==> src/rtl/axis_tone_sequencer.sv <==
// Tone-table sequencer: walks the NCO through programmed step words over AXI-Stream,
// holding each for a programmed number of DAC samples, then silences it with a zero step.
module axis_tone_sequencer #(
   parameter int unsigned ACC_WIDTH   = 32,
   parameter int unsigned DEPTH       = 8,
   parameter int unsigned DWELL_WIDTH = 24
) (
   input  logic                       aclk,
   input  logic                       arst,
   input  logic                       cfg_we,
   input  logic [$clog2(DEPTH)-1:0]   cfg_addr,
   input  logic [ACC_WIDTH-1:0]       cfg_step,
   input  logic [DWELL_WIDTH-1:0]     cfg_dwell,
   input  logic [$clog2(DEPTH)-1:0]   cfg_last,
   input  logic                       cfg_loop,
   input  logic                       start,
   input  logic                       stop,
   input  logic                       sample_tick,
   output logic [ACC_WIDTH-1:0]       m_axis_step_tdata,
   output logic                       m_axis_step_tvalid,
   input  logic                       m_axis_step_tready,
   output logic                       busy,
   output logic [$clog2(DEPTH)-1:0]   tone_idx,
   output logic                       done
);
   localparam int unsigned IDX_W = $clog2(DEPTH);

   typedef enum logic [2:0] {
      S_IDLE,
      S_LOAD,
      S_PRESENT,
      S_DWELL,
      S_FINISH
   } state_t;

   logic [ACC_WIDTH-1:0]   tbl_step  [DEPTH];
   logic [DWELL_WIDTH-1:0] tbl_dwell [DEPTH];

   state_t                 state_q, state_d;
   logic [IDX_W-1:0]       idx_d, last_q, last_d;
   logic                   loop_q, loop_d;
   logic                   pend_q, pend_d;
   logic [DWELL_WIDTH-1:0] dwell_q, dwell_d, cnt_q, cnt_d, cnt_inc, dwell_eff;
   logic [ACC_WIDTH-1:0]   tdata_d;
   logic                   tvalid_d, busy_d, done_d, hs;

   // Tone table; writes land immediately and are picked up at the entry's next load
   always_ff @(posedge aclk or posedge arst) begin
      if (arst) begin
         for (int i = 0; i < int'(DEPTH); i++) begin
            tbl_step[i]  <= '0;
            tbl_dwell[i] <= '0;
         end
      end else if (cfg_we) begin
         tbl_step[cfg_addr]  <= cfg_step;
         tbl_dwell[cfg_addr] <= cfg_dwell;
      end
   end

   // Next-state and next-output logic
   always_comb begin
      state_d   = state_q;
      idx_d     = tone_idx;
      last_d    = last_q;
      loop_d    = loop_q;
      pend_d    = pend_q;
      dwell_d   = dwell_q;
      cnt_d     = cnt_q;
      tdata_d   = m_axis_step_tdata;
      tvalid_d  = m_axis_step_tvalid;
      done_d    = 1'b0;
      busy_d    = 1'b0;
      hs        = m_axis_step_tvalid && m_axis_step_tready;
      cnt_inc   = cnt_q + 1'b1;
      dwell_eff = (dwell_q == '0) ? DWELL_WIDTH'(1) : dwell_q;

      case (state_q)
         S_IDLE: begin
            if (start && !stop) begin
               last_d  = cfg_last;
               loop_d  = cfg_loop;
               idx_d   = '0;
               state_d = S_LOAD;
            end
         end
         S_LOAD: begin
            tvalid_d = 1'b1;
            if (stop) begin
               tdata_d = '0;
               state_d = S_FINISH;
            end else begin
               tdata_d = tbl_step[tone_idx];
               dwell_d = tbl_dwell[tone_idx];
               state_d = S_PRESENT;
            end
         end
         S_PRESENT: begin
            // tvalid is never withdrawn; a stop here waits for the handshake
            if (stop) pend_d = 1'b1;
            if (hs) begin
               pend_d = 1'b0;
               if (pend_q || stop) begin
                  tdata_d = '0;
                  state_d = S_FINISH;
               end else begin
                  tvalid_d = 1'b0;
                  cnt_d    = '0;
                  state_d  = S_DWELL;
               end
            end
         end
         S_DWELL: begin
            if (stop) begin
               tvalid_d = 1'b1;
               tdata_d  = '0;
               state_d  = S_FINISH;
            end else if (sample_tick) begin
               if (cnt_inc == dwell_eff) begin
                  if (tone_idx != last_q) begin
                     idx_d   = IDX_W'(tone_idx + 1'b1);
                     state_d = S_LOAD;
                  end else if (loop_q) begin
                     idx_d   = '0;
                     state_d = S_LOAD;
                  end else begin
                     tvalid_d = 1'b1;
                     tdata_d  = '0;
                     state_d  = S_FINISH;
                  end
               end else begin
                  cnt_d = cnt_inc;
               end
            end
         end
         S_FINISH: begin
            if (hs) begin
               tvalid_d = 1'b0;
               tdata_d  = '0;
               done_d   = 1'b1;
               state_d  = S_IDLE;
            end
         end
         default: state_d = S_IDLE;
      endcase

      busy_d = (state_d != S_IDLE);
   end

   // State and registered outputs
   always_ff @(posedge aclk or posedge arst) begin
      if (arst) begin
         state_q            <= S_IDLE;
         tone_idx           <= '0;
         last_q             <= '0;
         loop_q             <= 1'b0;
         pend_q             <= 1'b0;
         dwell_q            <= '0;
         cnt_q              <= '0;
         m_axis_step_tdata  <= '0;
         m_axis_step_tvalid <= 1'b0;
         busy               <= 1'b0;
         done               <= 1'b0;
      end else begin
         state_q            <= state_d;
         tone_idx           <= idx_d;
         last_q             <= last_d;
         loop_q             <= loop_d;
         pend_q             <= pend_d;
         dwell_q            <= dwell_d;
         cnt_q              <= cnt_d;
         m_axis_step_tdata  <= tdata_d;
         m_axis_step_tvalid <= tvalid_d;
         busy               <= busy_d;
         done               <= done_d;
      end
   end

endmodule

==> config.mk <==
export PLATFORM = sky130hd
export DESIGN_NAME = axis_tone_sequencer
export DESIGN_NICKNAME = d
export VERILOG_FILES = /design/src/rtl/axis_tone_sequencer.sv
export SDC_FILE = /design/constraint.sdc
export NUM_CORES = 1
export LEC_CHECK = 0
export ABC_CLOCK_PERIOD_IN_PS = 15700
export BUFFER_PORTS_ARGS = -buffer_cell sky130_fd_sc_hd__buf_2
export CELL_PAD_IN_SITES_DETAIL_PLACEMENT = 0
export CELL_PAD_IN_SITES_GLOBAL_PLACEMENT = 1
export CORE_ASPECT_RATIO = 1.4
export CORE_MARGIN = 1
export CORE_UTILIZATION = 25
export DETAILED_ROUTE_END_ITERATION = 6
export GPL_ROUTABILITY_DRIVEN = 0
export PLACE_DENSITY = 0.49
export RECOVER_POWER = 50
export SYNTH_ARGS = -nofsm -noshare
export SYNTH_HDL_FRONTEND = slang
export SYNTH_SLANG_ARGS = --single-unit
==> constraint.sdc <==
create_clock -name aclk -period 15.7 [get_ports aclk]
set_input_delay 0.785 -clock aclk [delete_from_list [all_inputs] [get_ports aclk]]
set_output_delay 0.785 -clock aclk [all_outputs]
set_load 0.02 [all_outputs]
==> qor.yml <==
max_clock_freq_mhz: 197
cp_slowest_cell: "clkbuf_1"
critPathKind: "in -> reg"
die_height_um: 378
h-tree-depth: 2
p_switching_w: 0.00138
detail-route-antenna-nets: 0
swShare_pct: 30.9
synth_area_leaders: "dfrtp_1 (54%), mux2_2 (20%), mux4_2 (10%)"
fin_crit_sh_pct: 32.3
max_stage_delay_ns: 2.86
clock_latency_ns: 0.61
ys_top_cells_by_count: "dfrtp_1 (542), mux2_2 (451), mux4_2 (112)"
path_max_fanout: 43
initial_core_util_pct: 25.3
synth_top_flop_cell: "dfrtp_1"
power_frac_seq_pct: 46.3
setup_tns_ns: 0
internal_power_w: 0.00308
grt_pass1_wl_um: 105000
slew_headroom_pct: -167
fin_skew_ns: 0.0229
firstDrtPassIters: 5
post_cts_buffers: 0
power_density_nw_per_um2: 155
rsz0062_at_grt: "false"
peakVddDrop_mv: 0.0888
diodes: 0
die-area_um2: 102000
clkPwrFrac_pct: 30.2
cts_resized: 0
synth_cell_types: 75
violations: "capacitance limit, slew limit"
grt_usage_pct: 13.4
wire_per_inst_um: 21.7
synthesis.area_um2: 25200
hold_path_class: "in -> reg"
remaining_drc_errors: 0
portBuffers: 107
vias_per_cell: 4.72
rows: 137
core-area_um2: 99800
critPathLaunchType: "input port"
die_w_um: 270
setup_viol: 0
crit_chain: "clkbuf_1 -> nand4b_1 -> clkbuf_1 -> clkbuf_1 -> mux2_2"
status: "finished with violations"
nets: 1839
synth_edf_count: 0
cap_violations: 10
hold_ws_ns: 0.387
clk_pin_slew_ns: 0.06
synthArstFlopShare_pct: 100
ys_seq_area_share_pct: 53.8
drt_wl_total_um: 67800
clockBufferDepth: 3
hpwlAfterDp_um: 39500
grt_overflow_total: 0
antenna_found_initial: 13
numCtsBuffers: 55
slew_violations: 311
root_buffer: "clkbuf_16"
share_comb_of_total_power_pct: 23.5
syn_nets: 1773
hold_buffers: 0
worstPathArrival_ns: 5.59
worstMarginPinSlew_ns: 4.00
area_growth_pct: 14.4
ys_warn_count: 0
pin_count: 108
p_leak_nw: 11.3
grt_max_degree: 185
crit_top_cell: "clkbuf_1"
synth.most_common_cell: "dfrtp_1"
yosysTopAreaCell: "dfrtp_1"
cts_tree: "done"
ys_seq_elements: 542
end_kind: "register"
finalCriticalPeriod_ns: 5.08
clock_sinks: 542
final_hold_viol_count: 0
drt_iter0_markers: 636
syn_inst: 1701
synth_top_area_share_pct: 53.8
grt_pass1_vias: 16200
dr_total_vias: 14800
worstPathRequired_ns: 16.22
synth_area_per_cell_um2: 14.8
drive_gt1_share_pct: 43.9
path summary, 6_finish.rpt:
kind,cells after the start,start,slack [ns],end
worst min register to register,2,loop_q$_DFFE_PP0P_,0.49,loop_q$_DFFE_PP0P_
worst min-delay path,3,cfg_last[2],0.39,last_q[2]$_DFFE_PP0P_
min in group asynchronous,2,arst,0.49,tbl_step[60]$_DFFE_PP0P_
worst max register to register,9,cnt_q[2]$_DFFE_PP0P_,11.54,cnt_q[0]$_DFFE_PP0P_
worst max-delay path,5,cfg_addr[2],10.62,tbl_dwell[110]$_DFFE_PP0P_
max in group asynchronous,5,arst,11.68,tone_idx[2]$_DFFE_PP0P_
layout by cell type (no fill, tap or decap), drive strengths merged, types with 3 or more instances in the layout:
| cell | n |
|---|---|
| nand4 | 13 |
| nor2 | 28 |
| clkinvlp | 3 |
| buf | 87 |
| or2 | 9 |
| o211ai | 3 |
| a21oi | 13 |
| or4 | 3 |
| nand3 | 31 |
| clkbuf | 133 |
| o41ai | 16 |
| o21ai | 30 |
| nor3 | 8 |
| mux2i | 58 |
| nor3b | 6 |
| nand4b | 4 |
| clkinv | 8 |
| inv | 8 |
| nand2b | 3 |
| and4 | 5 |
| xor2 | 11 |
| xnor2 | 20 |
| dfrtp | 542 |
| or3 | 4 |
| mux2 | 451 |
| a211oi | 5 |
| nor4 | 16 |
| o32ai | 5 |
| o22ai | 4 |
| a21o | 21 |
| and3 | 8 |
| o2bb2ai | 33 |
| bufinv | 5 |
| mux4 | 112 |
| nand2 | 72 |
| a31oi | 4 |
metal layers:
layer | routed length (um) | GRT usage (%) | up-vias
li1 | - | - | 6514
met1 | 29100 | 16.5 | 7924
met2 | 34700 | 23.8 | 210
met3 | 2290 | 2.15 | 106
met4 | 1610 | 3.91 | 16
met5 | 110 | 0 | -
layout make-up:
| class | instances | area [um^2] |
|---|---|---|
| fillers | 10200 | 70900 |
| multi-input cells | 1023 | 11100 |
| repair buffers | 137 | 691 |
| flip-flops and latches | 542 | 13600 |
| clock inverters | 16 | 218 |
| well taps | 1320 | 1650 |
| inverters | 8 | 31.3 |
| clock buffers | 83 | 1600 |
kinds of logic after synthesis:
kind of cell	synth area share [%]
xor gates and xnor gates	1.08
and+or+nand+nor	4.88
muxes	32.4
AOI/OAI and AO/OA	5.38
adders and majority gates	0.0992
buffers and inverters	2.33
DFF	53.8
registers in the layout, summed over array words and instances, names as in the netlist:
name	count
tbl_step	256
tbl_dwell	192
m_axis_step_tdata	32
cnt_q	24
dwell_q	24
last_q	3
state_q	3
tone_idx	3
busy	1
done	1
loop_q	1
m_axis_step_tvalid	1
pend_q	1
power by group through the flow:
| stage | logic [W] | clock network, W | registers [W] |
|---|---|---|---|
| 6_report | 0.00105 | 0.00135 | 0.00207 |
| 5_1_grt | 0.00115 | 0.00145 | 0.00212 |
| 4_1_cts | 0.00108 | 0.00140 | 0.00207 |
| 3_5_place_dp | 0.00108 | 0 | 0.00210 |
| 3_3_place_gp | 0.00106 | 0 | 0.00208 |
| 2_1_floorplan | 0.000865 | 0 | 0.00198 |
stage by stage:
stage | instances | util, % | area, um^2 | power (W) | worst slack, ns
2_1_floorplan | 1701 | - | 25200 | 0.00285 | 7.54
3_3_place_gp | 3030 | 27.2 | 27100 | 0.00314 | 11.27
3_5_place_dp | 3030 | 27.2 | 27100 | 0.00317 | 11.22
4_1_cts | 3129 | 29.0 | 29000 | 0.00455 | 11.51
5_1_grt | 3129 | 28.9 | 28800 | 0.00472 | 10.25
6_report | 3129 | 28.9 | 28800 | 0.00447 | 10.62
critical path: cells and delay by family:
kind                   cells  cell delay [ns]
and+or+nand+nor            1             0.17
muxes                      1             0.58
buffers and inverters      3             3.97
Power figures use the tool's default switching activity.
